--- src/rtl/pipeline_pkg.sv ---
// Shared pipeline definitions: forward-select codes, hazard FSM states and
// the width of the load-use wait counter.
package pipeline_pkg;

  typedef enum logic [1:0] {
    FWD_RF = 2'b00,
    FWD_W  = 2'b01,
    FWD_M  = 2'b10
  } fwd_sel_t;

  typedef enum logic {
    IDLE      = 1'b0,
    LOAD_WAIT = 1'b1
  } hz_state_t;

  // Wide enough for the largest load latency (4), whose counter starts at 2
  localparam int WAIT_CNT_W = 2;

endpackage

--- src/rtl/fwd_match.sv ---
// Priority comparator for one Execute-stage source operand. The Memory stage
// holds the younger result, so it wins over Writeback. Register x0 never
// forwards because it is hard-wired to zero.
module fwd_match
  import pipeline_pkg::*;
#(
  parameter int REG_AW = 5
) (
  input  logic [REG_AW-1:0] i_rs,
  input  logic [REG_AW-1:0] i_rd_m,
  input  logic              i_regwrite_m,
  input  logic [REG_AW-1:0] i_rd_w,
  input  logic              i_regwrite_w,
  output fwd_sel_t          o_sel
);

  // Pick the youngest in-flight producer of this source register
  always_comb begin
    o_sel = FWD_RF;
    if (i_regwrite_w && (i_rd_w != '0) && (i_rd_w == i_rs)) begin
      o_sel = FWD_W;
    end
    if (i_regwrite_m && (i_rd_m != '0) && (i_rd_m == i_rs)) begin
      o_sel = FWD_M;
    end
  end

endmodule

--- src/rtl/hazard_ctrl.sv ---
// Pipeline hazard unit: operand forwarding selects, load-use stall sequencing
// for multi-cycle data-memory reads, branch flushes and saturating
// stall/flush performance counters.
module hazard_ctrl
  import pipeline_pkg::*;
#(
  parameter int REG_AW   = 5,
  parameter int NUM_SRC  = 2,
  parameter int LOAD_LAT = 1,
  parameter int CNT_W    = 16
) (
  input  logic                      clk,
  input  logic                      rst_n,
  input  logic [NUM_SRC*REG_AW-1:0] rs_d,
  input  logic [NUM_SRC*REG_AW-1:0] rs_e,
  input  logic [REG_AW-1:0]         rd_e,
  input  logic [REG_AW-1:0]         rd_m,
  input  logic [REG_AW-1:0]         rd_w,
  input  logic                      regwrite_m,
  input  logic                      regwrite_w,
  input  logic                      load_e,
  input  logic                      pcsrc_e,
  input  logic                      clr_cnt,
  output logic [NUM_SRC*2-1:0]      fwd_e,
  output logic                      stall_f,
  output logic                      stall_d,
  output logic                      flush_d,
  output logic                      flush_e,
  output logic                      busy,
  output logic [CNT_W-1:0]          stall_cnt,
  output logic [CNT_W-1:0]          flush_cnt
);

  // The hit cycle itself is the first stall cycle, so the counter covers
  // the remaining LOAD_LAT-1 cycles and exits when it reads zero.
  localparam logic [WAIT_CNT_W-1:0] WAIT_INIT =
    WAIT_CNT_W'((LOAD_LAT > 1) ? (LOAD_LAT - 2) : 0);
  localparam logic [WAIT_CNT_W-1:0] WAIT_ONE = WAIT_CNT_W'(1);
  localparam logic [CNT_W-1:0]      CNT_ONE  = CNT_W'(1);

  hz_state_t             r_state;
  hz_state_t             w_state_nxt;
  logic [WAIT_CNT_W-1:0] r_wait;
  logic [WAIT_CNT_W-1:0] w_wait_nxt;
  logic [CNT_W-1:0]      r_stall_cnt;
  logic [CNT_W-1:0]      r_flush_cnt;
  logic                  w_rs_hit;
  logic                  w_lu_hit;
  logic                  w_stall;
  fwd_sel_t              w_sel [NUM_SRC];

  for (genvar gi = 0; gi < NUM_SRC; gi++) begin : g_fwd
    fwd_match #(
      .REG_AW(REG_AW)
    ) u_fwd_match (
      .i_rs        (rs_e[gi*REG_AW +: REG_AW]),
      .i_rd_m      (rd_m),
      .i_regwrite_m(regwrite_m),
      .i_rd_w      (rd_w),
      .i_regwrite_w(regwrite_w),
      .o_sel       (w_sel[gi])
    );
    assign fwd_e[gi*2 +: 2] = w_sel[gi];
  end

  // Load-use detection; only looked at from IDLE and never under a redirect
  always_comb begin
    w_rs_hit = 1'b0;
    for (int i = 0; i < NUM_SRC; i++) begin
      if (rs_d[i*REG_AW +: REG_AW] == rd_e) begin
        w_rs_hit = 1'b1;
      end
    end
    w_lu_hit = load_e && (rd_e != '0) && w_rs_hit && !pcsrc_e && (r_state == IDLE);
  end

  // Stall/flush outputs straight from inputs and current state
  always_comb begin
    w_stall = !pcsrc_e && ((r_state == LOAD_WAIT) || w_lu_hit);
    stall_f = w_stall;
    stall_d = w_stall;
    flush_d = pcsrc_e;
    flush_e = w_stall || pcsrc_e;
    busy    = (r_state == LOAD_WAIT);
  end

  // Next-state logic; a taken branch always aborts any pending wait
  always_comb begin
    w_state_nxt = r_state;
    w_wait_nxt  = r_wait;
    case (r_state)
      IDLE: begin
        if (w_lu_hit && (LOAD_LAT > 1)) begin
          w_state_nxt = LOAD_WAIT;
          w_wait_nxt  = WAIT_INIT;
        end
      end
      LOAD_WAIT: begin
        if (r_wait == '0) begin
          w_state_nxt = IDLE;
        end else begin
          w_wait_nxt = r_wait - WAIT_ONE;
        end
      end
      default: begin
        w_state_nxt = IDLE;
        w_wait_nxt  = '0;
      end
    endcase
    if (pcsrc_e) begin
      w_state_nxt = IDLE;
      w_wait_nxt  = '0;
    end
  end

  // State and wait counter registers
  always_ff @(posedge clk or negedge rst_n) begin
    if (!rst_n) begin
      r_state <= IDLE;
      r_wait  <= '0;
    end else begin
      r_state <= w_state_nxt;
      r_wait  <= w_wait_nxt;
    end
  end

  // Saturating performance counters; clear wins over increment
  always_ff @(posedge clk or negedge rst_n) begin
    if (!rst_n) begin
      r_stall_cnt <= '0;
      r_flush_cnt <= '0;
    end else if (clr_cnt) begin
      r_stall_cnt <= '0;
      r_flush_cnt <= '0;
    end else begin
      if (w_stall && (r_stall_cnt != '1)) begin
        r_stall_cnt <= r_stall_cnt + CNT_ONE;
      end
      if (pcsrc_e && (r_flush_cnt != '1)) begin
        r_flush_cnt <= r_flush_cnt + CNT_ONE;
      end
    end
  end

  assign stall_cnt = r_stall_cnt;
  assign flush_cnt = r_flush_cnt;

endmodule

--- config.mk ---
export PLATFORM = sky130hd
export DESIGN_NAME = hazard_ctrl
export DESIGN_NICKNAME = d
export VERILOG_FILES = /design/src/rtl/pipeline_pkg.sv /design/src/rtl/fwd_match.sv /design/src/rtl/hazard_ctrl.sv
export SDC_FILE = /design/constraint.sdc
export NUM_CORES = 1
export LEC_CHECK = 0
export BUFFER_PORTS_ARGS = -buffer_cell sky130_fd_sc_hd__buf_2
export CAP_MARGIN = 20
export CORE_UTILIZATION = 30
export DETAILED_ROUTE_END_ITERATION = 10
export GPL_ROUTABILITY_DRIVEN = 0
export PLACE_DENSITY = 0.53
export REMOVE_ABC_BUFFERS = 1
export SYNTH_ARGS = -nofsm -noshare
export SYNTH_HDL_FRONTEND = slang
export SYNTH_SLANG_ARGS = --single-unit
--- constraint.sdc ---
create_clock -name clk -period 3.72 [get_ports clk]
set_input_delay 0.744 -clock clk [delete_from_list [all_inputs] [get_ports clk]]
set_output_delay 0.744 -clock clk [all_outputs]
set_load 0.03 [all_outputs]
==> results.tsv <==
stage	metric	value	unit
status	status	finished, final reports clean	
clock_network	hold_buffers	0	
clock_network	cts_buffers	5	
clock_network	cts_max_level	2	
routing	remaining_drc_errors	0	
setup_path	rr_startpoint	stall_cnt[2]$_DFFE_PN0P_	
sta	setup_ws	0.748	ns
routing	firstDrtPassIters	4	
power_and_ir_drop	swShare	25.2	%
setup_path	crit_arrival	2.23	ns
sta	fmax	0.336	GHz
synthesis	synth.cell_area	2330	um^2
clock_network	cts.path.max_buffers	2	
synthesis	synthTopCellsByArea	dfrtp_1 (38%), xor2_1 (11%), or4_1 (5.2%), xnor2_1 (4.1%), a21oi_1 (3.7%)	
synthesis	synth.avg_cell_area	9.27	um^2
sta	rsz0062_at_grt	false	
power_and_ir_drop	power_frac_seq	44.9	%
setup_path	startpoint_type	input pin	
setup_path	cp_data_required_time	2.98	ns
clock_network	cts_num_sinks	35	
sta	hold_slack	0.533	ns
synthesis	ys_warn_count	0	
floorplan	core_area	7370	um^2
sta	hold_viol	0	
grt	grt_pass1_wl	9.89	mm
cells_and_area	fin_nets	376	
sta	tightest_slew	0.798	ns
routing	drt_iter0_drc	105	
placed_design	port_buffers	82	
cells_and_area	nFillCells	766	
grt	groute.usage.overall	14.8	%
routing	wl_per_cell	13.2	um
floorplan	row_count	31	
floorplan	die_w	90.1	um
setup_path	critPathKind	in -> out	
grt	grt.busiest_layer	met2	
sta	fin_tns_setup	0	ns
placed_design	dpl_worst_slack	0.763	ns
floorplan	die_y	90.1	um
cells_and_area	syn2layout_area_growth	25.1	%
grt	grt_max_degree	36	
clock_network	cts_tree	yes	
grt	use_met2	23.2	%
sta	slew_violations	0	
grt	grt_pass1_vias	2098	
grt	grt_remaining_overflow	0	
cells_and_area	drive_gt1_share	31.9	%
sta	timing.final.crit_share	79.9	%
clock_network	post-cts-setup-buffer-count	0	
cells_and_area	diodes	0	
cells_and_area	final_cell_mix	buf_2 (82), dfrtp_1 (35), xor2_1 (29)	
flow_run	cap_violations	0	
floorplan	initial_core_util	31.6	%
routing	ant_nets	0	
power_and_ir_drop	combPwrFrac	12.6	%
synthesis	synth_seq_cells	35	
setup_path	critPathLaunch	rd_m[4]	
routing	num_vias	2152	
power_and_ir_drop	pwr-share-clk	42.5	%
power_and_ir_drop	p_int	0.643	mW
synthesis	netlist.area_leader.share	37.7	%
setup_path	reg2reg_slack	1.59	ns
synthesis	ys_types	43	
clock_network	cts.clk_slew.worst_paths	0.08	ns
synthesis	synth_area_leader_cell	dfrtp_1	
routing	routed_wl	5.70	mm
clock_network	clk_latency	0.29	ns
synthesis	syn_inst	251	
cells_and_area	final_common_cell	buf_2	
setup_path	end_kind	output port	
placed_design	placed_area	2790	um^2
setup_path	r2r_end	stall_cnt[7]$_DFFE_PN0P_	
sta	clock_skew	0.00365	ns
grt	grt_antenna_before_repair	0	
worst_hold_path	hp-class	in -> async	
power_and_ir_drop	p_sw	0.217	mW
cells_and_area	stdcell_area	2910	um^2
routing	viasPerCell	4.99	
grt	grt_util_met3	3.98	%
sta	period_needed	2.97	ns
power_and_ir_drop	power	0.859	mW
synthesis	synth_seq_area_share	37.7	%
floorplan	ios	83	
power_and_ir_drop	p_per_area	295	nW/um^2
placed_design	dp_hpwl	4.11	mm
setup_path	r2r_cells	7	
power_and_ir_drop	max-vdd-ir-drop	0.000183	V
power_and_ir_drop	leakagePower	1.30	nW
setup_path	crit_fanout	3	
clock_network	postCtsResizedCells	0	
sta	setup_viol	0	
grt	met1_usage	19.8	%
clock_network	root_buffer	clkbuf_8	
sta	relSlewSlack	46.8	%
setup_path	endpoint	fwd_e[2]	
floorplan	die_area	8110	um^2
[cells by family (layout without fill, tap and decap cells)]
group | count (synthesis) | in the layout | synth area share, %
simple gates | 106 | 106 | 26.3
mux | 4 | 4 | 2.37
xor+xnor | 40 | 40 | 15.1
fa+ha+maj | 3 | 3 | 1.61
buf+inv | 18 | 99 | 4.68
flops | 35 | 35 | 37.7
compound gates | 45 | 45 | 12.4
[area by class of cell]
| cell class | count | area [um^2] | area share [%] |
|---|---|---|---|
| clock buffer | 6 | 82.6 | 2.84 |
| clock inverter | 2 | 35.0 | 1.20 |
| inverter | 7 | 26.3 | 0.903 |
| multi-input combinational | 198 | 1340 | 46.1 |
| sequential | 35 | 876 | 30.1 |
| tap | 99 | 124 | 4.26 |
| timing repair buffer | 84 | 425 | 14.6 |
[worst min path at each step]
| stage | from | end |
|---|---|---|
| after floorplan | rst_n | busy$_DFF_PN0_ |
| after CTS | r_wait[0]$_DFFE_PN0P_ | r_wait[0]$_DFFE_PN0P_ |
| after global placement | r_wait[0]$_DFFE_PN0P_ | r_wait[0]$_DFFE_PN0P_ |
| final | rst_n | stall_cnt[6]$_DFFE_PN0P_ |
| after detailed placement | r_wait[0]$_DFFE_PN0P_ | r_wait[0]$_DFFE_PN0P_ |
| after global routing | r_wait[0]$_DFFE_PN0P_ | r_wait[0]$_DFFE_PN0P_ |
[cell usage after synthesis]
cell type / number
nor3_1: 5
nand3b_1: 1
a21oi_2: 1
a22oi_1: 1
nor2_2: 1
xnor2_1: 11
or4_1: 16
buf_6: 2
o21a_1: 1
nor2b_1: 4
inv_1: 6
nor3_2: 3
and3_1: 6
nor2_1: 20
buf_4: 4
o21ai_0: 6
and2_1: 1
nand3_1: 16
nor4_1: 4
o41ai_1: 1
nand4bb_1: 1
nand4_1: 4
a2bb2oi_2: 1
ha_1: 3
nor3b_2: 1
mux2_4: 3
nor4_2: 1
a21oi_1: 17
and4_1: 1
o31ai_1: 10
clkbuf_1: 4
or3_1: 7
a211oi_1: 2
xor2_1: 29
mux2i_1: 1
o211ai_1: 1
buf_8: 1
inv_2: 1
o21ai_1: 3
dfrtp_1: 35
nand2_1: 13
nand3_2: 1
o211ai_2: 1
[critical path, cell delays in order]
cell	delay (ns)
buf_2	0.12
or4_1	0.50
o21ai_0	0.22
nor4_1	0.11
nor4_1	0.28
buf_2	0.24
[registers in the layout, indices dropped and copies added (netlist names)]
register,flops
flush_cnt,16
r_wait,2
busy,1
stall_cnt,16
[power groups by stage]
stage               Combinational, mW  Clock (mW)  Sequential, mW
finish                          0.108       0.365           0.386
floorplan                      0.0442           0           0.397
detailed placement              0.109           0           0.393
global route                    0.122       0.392           0.386
global placement                0.109           0           0.393
CTS                             0.110       0.374           0.385
[per-stage QoR]
step	cells	util, %
5_1_grt	431	39.5
2_1_floorplan	240	-
4_1_cts	431	39.5
6_report	431	39.5
3_3_place_gp	423	37.9
3_5_place_dp	423	37.9
[layer usage]
| metal | vias up | routed length [um] | share of wire (%) |
|---|---|---|---|
| met2 | 76 | 2500 | 44 |
| met3 | 5 | 366 | 6.4 |
| met1 | 1003 | 2760 | 48 |
| li1 | 1068 | - | - |
| met4 | 0 | 72 | 1.3 |
| met5 | - | 0 | 0 |
No activity file was read; power rests on OpenSTA's default activity.
